`config.mk`:
```
export PLATFORM = sky130hd
export DESIGN_NAME = vram_arbiter
export DESIGN_NICKNAME = d
export VERILOG_FILES = /design/src/rtl/vdp_pkg.sv /design/src/rtl/vram_cpu_port.sv /design/src/rtl/vram_arbiter.sv
export SDC_FILE = /design/constraint.sdc
export NUM_CORES = 1
export LEC_CHECK = 0
export CORE_MARGIN = 2
export CORE_UTILIZATION = 40
export DETAILED_ROUTE_END_ITERATION = 8
export HOLD_SLACK_MARGIN = 0.08
export PLACE_DENSITY = 0.73
export SYNTH_ARGS = -nofsm -noshare
export SYNTH_HDL_FRONTEND = slang
export SYNTH_SLANG_ARGS = --single-unit
```
`constraint.sdc`:
```
create_clock -name clk -period 1.35 [get_ports clk]
set_input_delay 0.27 -clock clk [delete_from_list [all_inputs] [get_ports clk]]
set_output_delay 0.27 -clock clk [all_outputs]
set_load 0.005 [all_outputs]
```
`src/rtl/vdp_pkg.sv`:
```
// Shared VDP types: VRAM address width, read-owner tags and the CPU buffer states.
package vdp_pkg;

  localparam int VRAM_AW = 14;

  typedef enum logic [1:0] {
    OWN_NONE = 2'd0,
    OWN_BG   = 2'd1,
    OWN_SPR  = 2'd2,
    OWN_CPU  = 2'd3
  } owner_t;

  typedef enum logic [1:0] {
    CPU_IDLE   = 2'd0,
    CPU_PEND   = 2'd1,
    CPU_RDWAIT = 2'd2
  } cpu_state_t;

endpackage

```
`src/rtl/vram_cpu_port.sv`:
```
// One-entry CPU access buffer with starvation counter; read data returns 2 cycles after grant.
// Strobes arriving while the buffer is occupied are dropped (busy is the CPU's backpressure).
module vram_cpu_port
  import vdp_pkg::*;
#(
  parameter int CPU_MAX_WAIT = 8,
  parameter int AW           = VRAM_AW
) (
  input  logic          clk,
  input  logic          rst,
  input  logic          cpu_wr,
  input  logic          cpu_rd,
  input  logic [AW-1:0] cpu_addr,
  input  logic [7:0]    cpu_wdata,
  input  logic          gnt,
  input  logic          rd_ret,
  input  logic [7:0]    vram_rdata,
  output logic          pend,
  output logic          starved,
  output logic [AW-1:0] addr,
  output logic [7:0]    wdata,
  output logic          is_wr,
  output logic          busy,
  output logic [7:0]    cpu_rdata,
  output logic          cpu_rd_valid
);

  localparam logic [3:0] LP_MAX_WAIT = 4'(CPU_MAX_WAIT);

  cpu_state_t    r_state;
  cpu_state_t    w_next;
  logic [AW-1:0] r_addr;
  logic [7:0]    r_wdata;
  logic          r_is_wr;
  logic [3:0]    r_wait_cnt;
  logic [7:0]    r_cpu_rdata;
  logic          w_strobe;
  logic          w_capture;
  logic          w_rd_done;

  assign w_strobe  = cpu_wr | cpu_rd;
  assign w_capture = (r_state == CPU_IDLE) && w_strobe;

  always_ff @(posedge clk) begin
    if (rst) begin
      r_state <= CPU_IDLE;
    end else begin
      r_state <= w_next;
    end
  end

  always_comb begin
    w_next = r_state;
    case (r_state)
      CPU_IDLE:   if (w_strobe) w_next = CPU_PEND;
      CPU_PEND:   if (gnt) w_next = r_is_wr ? CPU_IDLE : CPU_RDWAIT;
      CPU_RDWAIT: if (rd_ret) w_next = CPU_IDLE;
      default:    w_next = CPU_IDLE;
    endcase
  end

  always_comb begin
    pend      = (r_state == CPU_PEND);
    busy      = (r_state != CPU_IDLE);
    w_rd_done = (r_state == CPU_RDWAIT) && rd_ret;
    starved   = pend && (r_wait_cnt >= LP_MAX_WAIT);
  end

  // A simultaneous write+read strobe keeps the write; the read is lost.
  always_ff @(posedge clk) begin
    if (rst) begin
      r_addr  <= '0;
      r_wdata <= '0;
      r_is_wr <= 1'b0;
    end else if (w_capture) begin
      r_addr  <= cpu_addr;
      r_wdata <= cpu_wdata;
      r_is_wr <= cpu_wr;
    end
  end

  always_ff @(posedge clk) begin
    if (rst || (r_state != CPU_PEND) || gnt) begin
      r_wait_cnt <= 4'd0;
    end else if (r_wait_cnt != 4'hF) begin
      r_wait_cnt <= r_wait_cnt + 4'd1;
    end
  end

  always_ff @(posedge clk) begin
    if (rst) begin
      r_cpu_rdata <= 8'd0;
    end else if (w_rd_done) begin
      r_cpu_rdata <= vram_rdata;
    end
  end

  // Bypass so the new byte is visible in the same cycle as the valid pulse.
  assign cpu_rdata    = w_rd_done ? vram_rdata : r_cpu_rdata;
  assign cpu_rd_valid = w_rd_done;
  assign addr         = r_addr;
  assign wdata        = r_wdata;
  assign is_wr        = r_is_wr;

endmodule

```
`src/rtl/vram_arbiter.sv`:
```
// Fixed-priority VRAM arbiter (starved CPU > bg > spr > CPU), one grant per cycle, registered VRAM port.
// Reads return tagged 2 cycles after grant; losers hold req/addr and retry, grants never depend on read data.
module vram_arbiter
  import vdp_pkg::*;
#(
  parameter int CPU_MAX_WAIT = 8,
  parameter int AW           = VRAM_AW
) (
  input  logic          clk,
  input  logic          rst,
  input  logic          bg_req,
  input  logic [AW-1:0] bg_addr,
  output logic          bg_gnt,
  output logic          bg_rvalid,
  input  logic          spr_req,
  input  logic [AW-1:0] spr_addr,
  output logic          spr_gnt,
  output logic          spr_rvalid,
  input  logic          cpu_wr,
  input  logic          cpu_rd,
  input  logic [AW-1:0] cpu_addr,
  input  logic [7:0]    cpu_wdata,
  output logic          cpu_busy,
  output logic [7:0]    cpu_rdata,
  output logic          cpu_rd_valid,
  output logic [AW-1:0] vram_addr,
  output logic          vram_we,
  output logic [7:0]    vram_wdata,
  input  logic [7:0]    vram_rdata
);

  logic          w_cpu_pend;
  logic          w_cpu_starved;
  logic [AW-1:0] w_cpu_addr;
  logic [7:0]    w_cpu_wdata;
  logic          w_cpu_is_wr;
  logic          w_cpu_gnt;
  logic          w_bg_gnt;
  logic          w_spr_gnt;
  logic          w_any_gnt;
  logic [AW-1:0] w_gnt_addr;
  owner_t        w_owner;
  owner_t        r_tag1;
  owner_t        r_tag2;
  logic [AW-1:0] r_vram_addr;
  logic          r_vram_we;
  logic [7:0]    r_vram_wdata;

  vram_cpu_port #(
    .CPU_MAX_WAIT (CPU_MAX_WAIT),
    .AW           (AW)
  ) u_cpu_port (
    .clk          (clk),
    .rst          (rst),
    .cpu_wr       (cpu_wr),
    .cpu_rd       (cpu_rd),
    .cpu_addr     (cpu_addr),
    .cpu_wdata    (cpu_wdata),
    .gnt          (w_cpu_gnt),
    .rd_ret       (r_tag2 == OWN_CPU),
    .vram_rdata   (vram_rdata),
    .pend         (w_cpu_pend),
    .starved      (w_cpu_starved),
    .addr         (w_cpu_addr),
    .wdata        (w_cpu_wdata),
    .is_wr        (w_cpu_is_wr),
    .busy         (cpu_busy),
    .cpu_rdata    (cpu_rdata),
    .cpu_rd_valid (cpu_rd_valid)
  );

  // Grants are suppressed during reset so nothing is launched into a pipeline being cleared.
  always_comb begin
    w_bg_gnt   = 1'b0;
    w_spr_gnt  = 1'b0;
    w_cpu_gnt  = 1'b0;
    w_owner    = OWN_NONE;
    w_gnt_addr = r_vram_addr;
    if (!rst) begin
      if (w_cpu_starved) begin
        w_cpu_gnt  = 1'b1;
        w_owner    = OWN_CPU;
        w_gnt_addr = w_cpu_addr;
      end else if (bg_req) begin
        w_bg_gnt   = 1'b1;
        w_owner    = OWN_BG;
        w_gnt_addr = bg_addr;
      end else if (spr_req) begin
        w_spr_gnt  = 1'b1;
        w_owner    = OWN_SPR;
        w_gnt_addr = spr_addr;
      end else if (w_cpu_pend) begin
        w_cpu_gnt  = 1'b1;
        w_owner    = OWN_CPU;
        w_gnt_addr = w_cpu_addr;
      end
    end
  end

  assign w_any_gnt = w_bg_gnt | w_spr_gnt | w_cpu_gnt;

  always_ff @(posedge clk) begin
    if (rst) begin
      r_vram_addr  <= '0;
      r_vram_we    <= 1'b0;
      r_vram_wdata <= 8'd0;
      r_tag1       <= OWN_NONE;
      r_tag2       <= OWN_NONE;
    end else begin
      r_vram_we <= w_cpu_gnt && w_cpu_is_wr;
      r_tag2    <= r_tag1;
      // Writes carry no return tag.
      r_tag1    <= (w_cpu_gnt && w_cpu_is_wr) ? OWN_NONE : w_owner;
      if (w_any_gnt) begin
        r_vram_addr <= w_gnt_addr;
      end
      if (w_cpu_gnt && w_cpu_is_wr) begin
        r_vram_wdata <= w_cpu_wdata;
      end
    end
  end

  assign bg_gnt     = w_bg_gnt;
  assign spr_gnt    = w_spr_gnt;
  assign bg_rvalid  = (r_tag2 == OWN_BG);
  assign spr_rvalid = (r_tag2 == OWN_SPR);
  assign vram_addr  = r_vram_addr;
  assign vram_we    = r_vram_we;
  assign vram_wdata = r_vram_wdata;

endmodule

```
==> metrics.md, run 1 <==
| Metric | Value |
|---|---|
| Outcome | `complete, but fails checks` |
| Violated checks | `negative setup slack` |
| Unrepaired setup endpoints after global routing | `true` |
| Fin util | `69.8%` |
| Fill cells | `507` |
| Final setup margin | `-336 ps` |
| Max-slew headroom | `78.1%` |
| Largest net degree at the start of global routing | `26` |
| Drt pass-1 iters | `4` |
| Syn Area/Cell | `8.91 um^2` |
| CP bufs+invs | `2` |
| CTS tree | `yes` |
| IO buf count | `100` |
| Starting Density | `41.1%` |
| Crit path max-delay family | `flip-flops` |
| Area grow syn2layout | `69.8%` |
| HPWL Detailed | `5.67 mm` |
| Longest Clk Path Bufs | `2` |
| Top-area cell type share of the netlist area | `46.4%` |
| Grt ovf | `0` |
| Die width | `87.1 um` |
| Vias in the first global route | `2,632` |
| Worst-Skew Late Latency | `340 ps` |
| Final hold vios | `0` |
| CP max stage cell | `dfxtp_2` |
| Multi-input gate area | `1720 um^2` |
| Startpoint Class | `register` |
| Layout cell share with drive strength beyond 1 | `33.2%` |
| Slew @ Worst Pin | `328 ps` |
| Total track usage | `21.8%` |
| Final Max Slew Viols | `0` |
| Detailed-route DRC error count | `0` |
| WS Path Type | `reg2out` |
| Register area share after synthesis | `46.4%` |
| Critical Path Sink Type | `output pin` |
| Vias per std cell | `5.63` |
| Post-place instance area | `4000 um^2` |
| Seq cells post-synth | `64` |
| Total number of yosys warnings | `0` |
| Final worst-path cycle share | `125%` |
| Total number of vias | `2,929` |
| Worst IR Drop VDD | `0.534 mV` |
| HP Class | `reg2reg` |
| TritonCTS Buffers | `9` |
| # hold bufs at CTS | `0` |
| Nets@finish | `502` |
| Worst EP required | `1080 ps` |
| Mapped Cells | `310` |
| Crit path cell chain | `nand4b_4, buf_6, mux2_2, buf_2` |
| PwrDens | `1010 nW/um^2` |
| Yosys top cell by area | `dfxtp_1` |
| Drt wl/cell | `17.1 um` |
| Antenna violations before repair | `0` |
| Post-Syn Area | `2760 um^2` |
| Full die area | `7580 um^2` |
| Clock-pin slew of the registers on the worst-case setup and hold paths | `60 ps` |
| Final setup violation count | `39` |
| Clock skew | `7.96 ps` |
| Fmax | `0.593 GHz` |
| Leakage | `1.90 nW` |
| Floorplan core area | `6720 um^2` |
| Max Cap Viol | `0` |
| Setup total negative slack | `-5230 ps` |
| Die Y | `87.1 um` |
| Register area | `1300 um^2` |
| Max stage delay on crit path | `340 ps` |
| Global-route wire length before repair | `12.8 mm` |
| Leading cell type in the layout, fill and taps excluded | `clkdlybuf4s50_1` |
| Commonest non-fill, non-tap cells in the layout | `clkdlybuf4s50_1 (61), dfxtp_1 (56), buf_4 (31)` |
| Num rows | `30` |
| Num ports | `101` |
| Maximum fanout along the worst path | `4` |
| Clk sink count | `64` |
| Synth unique cells | `35` |
| Antenna viol nets, final | `0` |
| WL final | `8.92 mm` |
| Ant. Diodes | `0` |
| Syn Nets | `376` |
| Final GP Congestion | `0.805` |
| WP data arrival | `1420 ps` |
| Top cells by area, synth | `dfxtp_1 (46%), o21ai_1 (4.9%), a21oi_1 (4.7%), o32ai_1 (4.4%), nand3_1 (4.2%)` |
| # H-tree levels | `3` |
| Root Buffer | `clkbuf_8` |
| Fin area | `4690 um^2` |
| DR iter-0 viols | `174` |
| Crit path time final | `1690 ps` |
## Yosys cell counts
cell and instances:
o22ai_1 14, inv_2 3, ha_1 2, a21oi_1 26, mux2i_1 8, or2_1 2, nor3_1 2, nor2b_1 5
buf_2 14, nor2_1 7, clkbuf_1 15, dfxtp_1 64, inv_1 5, a31oi_1 1, nor3b_1 1, nand2b_1 1
o21ai_1 27, and2_1 9, a22oi_1 13, o32ai_1 14, xnor2_1 1, nor2_2 1, and3b_1 1, nand3b_1 2
and2b_1 1, nand3_1 23, or4_4 1, mux2_2 8, o211a_1 1, a211oi_1 14, o32a_1 1, and3_1 1
nand2_1 20, clkbuf_2 1, nand4b_2 1
## repair_timing
| action | 4_1_cts | 5_1_grt |
|---|---|---|
| endpoints found under the hold margin | 0 | 0 |
| pin swaps | 30 | 16 |
| setup buffers | 8 | 5 |
| gates cloned | 1 | 2 |
| endpoints found under the setup margin | 62 | 67 |
| gates resized for setup | 138 | 46 |
## report_power, final
part | switching [mW] | internal, mW
Sequential | 0.112 | 2.00
Clock | 0.713 | 0.891
Combinational | 0.451 | 0.549
Total | 1.28 | 3.44
## cell type report
type | instances | share of cell area (%)
Clock inverter | 3 | 0.907
Tap cell | 80 | 2.13
Sequential cell | 64 | 27.7
Inverter | 8 | 0.640
Clock buffer | 12 | 3.09
Timing Repair Buffer | 144 | 28.9
Multi-Input combinational cell | 209 | 36.6
## state kept, by name, indices dropped and copies added, names as in the netlist
signal and cells:
u_cpu_port.r_state 2, vram_wdata 8, u_cpu_port.r_cpu_rdata 8, u_cpu_port.is_wr 1, vram_we 1, u_cpu_port.wdata 8, u_cpu_port.r_wait_cnt 4, u_cpu_port.addr 14
r_tag1 2, vram_addr 14, r_tag2 2
## cell families after synthesis
| group | synth area share [%] |
|---|---|
| AOI/OAI and AO/OA | 25.5 |
| and+or+nand+nor | 14.9 |
| DFF | 46.4 |
| buffers and inverters | 5.84 |
| muxes | 6.16 |
| adders and majority gates | 0.906 |
| xor gates and xnor gates | 0.317 |
## through the flow
| step | std cells | setup slack [ps] | total power [mW] | hold slack (ps) |
|---|---|---|---|---|
| final | 520 | -336 | 4.71 | 438 |
| after global routing | 520 | -384 | 4.90 | 431 |
| after detailed placement | 495 | -561 | 2.90 | 429 |
| after floorplan | 310 | 4.27 | 2.45 | 406 |
| after global placement | 495 | -576 | 2.88 | 424 |
| after CTS | 516 | -354 | 4.53 | 401 |
## final timing paths
check / start / end / slack (ps) / cells after the start
worst max-delay path: u_cpu_port.r_state[0] / cpu_rdata[6] / -340 / 4
worst max register to register: u_cpu_port.r_state[1] / vram_addr[12] / -170 / 7
worst min-delay path: r_tag1[0] / r_tag2[0] / 440 / 1
worst min register to register: r_tag1[0] / r_tag2[0] / 440 / 1
## layer usage
| metal | part of all wire, % | global-route usage (%) |
|---|---|---|
| met1 | 43 | 28.6 |
| met2 | 51 | 34.8 |
| met3 | 4.7 | 4.36 |
| met4 | 1.6 | 8.95 |
| met5 | 0 | 0 |
Power figures use the tool's default switching activity.
==> run 2, diff against run 1 <==
--- a/config.mk
+++ b/config.mk
@@ -10,6 +10,7 @@
 export DETAILED_ROUTE_END_ITERATION = 8
 export HOLD_SLACK_MARGIN = 0.08
 export PLACE_DENSITY = 0.73
+export SKIP_CTS_REPAIR_TIMING = 1
 export SYNTH_ARGS = -nofsm -noshare
 export SYNTH_HDL_FRONTEND = slang
 export SYNTH_SLANG_ARGS = --single-unit
==> run 2 against run 1 <==
Effect of this change: sequential cell count stayed put; sequential power about the same; clock power about the same; first-iteration DRC count decreased by 17%; non-clock buffer count shrank 2; cell count shrank 0.38%; the flow still finishes with violations (negative setup slack); combinational power shrank 13%; utilization decreased by 1.9 points.
==> metrics.md, run 2 (synthesis gave the netlist of run 1 again) <==
| Metric | Value |
|---|---|
| Worst EP required | `1080 ps` |
| Fin area | `4560 um^2` |
| Die Y | `87.1 um` |
| Commonest non-fill, non-tap cells in the layout | `clkdlybuf4s50_1 (61), dfxtp_1 (50), buf_4 (27)` |
| HPWL Detailed | `5.67 mm` |
| Total number of vias | `2,833` |
| Worst IR Drop VDD | `0.502 mV` |
| Final GP Congestion | `0.805` |
| Antenna violations before repair | `0` |
| PwrDens | `999 nW/um^2` |
| Area grow syn2layout | `65.2%` |
| Floorplan core area | `6720 um^2` |
| DR iter-0 viols | `144` |
| Final setup margin | `-343 ps` |
| Die width | `87.1 um` |
| CTS tree | `yes` |
| WS Path Type | `reg2out` |
| Hold_ws | `425 ps` |
| Outcome | `complete, but fails checks` |
| CP max stage cell | `dfxtp_2` |
| Worst-Skew Late Latency | `340 ps` |
| TritonCTS Buffers | `9` |
| Vias in the first global route | `2,560` |
| Total track usage | `20.8%` |
| Detailed-route DRC error count | `0` |
| Post-place instance area | `4000 um^2` |
| Leakage | `2.18 nW` |
| Max Cap Viol | `0` |
| Layout cell share with drive strength beyond 1 | `28.5%` |
| Unrepaired setup endpoints after global routing | `true` |
| Drt pass-1 iters | `4` |
| Fill cells | `540` |
| Clk sink count | `64` |
| Clock skew | `8.49 ps` |
| WP data arrival | `1420 ps` |
| Startpoint Class | `register` |
| Maximum fanout along the worst path | `3` |
| Crit path time final | `1690 ps` |
| Starting Density | `41.1%` |
| WL final | `8.31 mm` |
| Antenna viol nets, final | `0` |
| Final worst-path cycle share | `125%` |
| Drt wl/cell | `16.0 um` |
| Final setup violation count | `28` |
| Final Max Slew Viols | `0` |
| Nets@finish | `500` |
| HP Class | `in2reg` |
| Leading cell type in the layout, fill and taps excluded | `clkdlybuf4s50_1` |
| Fmax | `0.591 GHz` |
| Fin util | `67.9%` |
| Max stage delay on crit path | `330 ps` |
| Root Buffer | `clkbuf_8` |
| Slew @ Worst Pin | `298 ps` |
| Num rows | `30` |
| Vias per std cell | `5.47` |
| Clock-pin slew of the registers on the worst-case setup and hold paths | `60 ps` |
| Violated checks | `negative setup slack` |
| Ant. Diodes | `0` |
| Full die area | `7580 um^2` |
| Grt ovf | `0` |
| Global-route wire length before repair | `12.2 mm` |
| IO buf count | `100` |
| Crit path cell chain | `nand4b_4, buf_12, mux2_2, clkbuf_2` |
| # H-tree levels | `3` |
| Max-slew headroom | `80.0%` |
| Num ports | `101` |
| Critical Path Sink Type | `output pin` |
| Final hold vios | `0` |
| Largest net degree at the start of global routing | `26` |
| Longest Clk Path Bufs | `2` |
==> run 2: cell count changes in the layout (fill, tap and decap cells not counted), moves of 5 or more <==
| cell | delta |
|---|---|
| buf_2 | -5 |
| dfxtp_2 | +6 |
| clkbuf_2 | +9 |
| a211oi_1 | +5 |
| dfxtp_1 | -6 |
| dlymetal6s2s_1 | +26 |
| a211oi_2 | -5 |
| mux2_2 | +5 |
| mux2_4 | -5 |
| o21ai_2 | -12 |
| o21ai_1 | +14 |
| dlygate4sd2_1 | -24 |
==> run 2: cell type report <==
class | count | area (um^2) | share of cell area, %
Clock inverter | 3 | 42.5 | 0.933
Clock buffer | 12 | 145 | 3.18
Tap cell | 80 | 100 | 2.19
Inverter | 8 | 30.0 | 0.658
Multi-Input combinational cell | 209 | 1540 | 33.8
Timing Repair Buffer | 142 | 1400 | 30.6
Sequential cell | 64 | 1310 | 28.6
==> run 2: final timing paths <==
path / cells after the start / startpoint / slack, ps / to
max: 4 / u_cpu_port.r_state[0] / -340 / cpu_rdata[6]
max reg2reg: 5 / u_cpu_port.r_state[1] / -40 / vram_addr[1]
min: 4 / rst / 420 / u_cpu_port.r_wait_cnt[3]
min reg2reg: 1 / r_tag1[0] / 440 / r_tag2[0]
==> run 2: power breakdown <==
| group | switching, mW | internal [mW] |
|---|---|---|
| Clock | 0.700 | 0.891 |
| Combinational | 0.387 | 0.486 |
| Sequential | 0.0927 | 2.00 |
| Total | 1.18 | 3.38 |
==> run 2: per-layer routing <==
metal	vias up	share of wire (%)	wire, um	global-route usage [%]
met5	-	0	0	0
met4	0	1.8	148	8.95
met3	13	4.9	409	4.36
met2	74	49	4080	33.5
met1	1354	44	3680	26.8
li1	1392	-	-	-
==> run 2: worst max-delay path: cells and delay by family, from the launching register on <==
family	cells	cell delay (ps)
buf+inv	2	280
simple gates	1	210
flops	1	330
mux	1	270
==> run 2: through the flow <==
step	power, mW	cells	setup slack, ps	TNS, ps
4_1_cts	4.48	510	-781	-13890
5_1_grt	4.75	518	-396	-5010
6_report	4.56	518	-343	-3550
3_3_place_gp	2.88	495	-576	-16970
2_1_floorplan	2.45	310	4.27	0
3_5_place_dp	2.90	495	-561	-18700
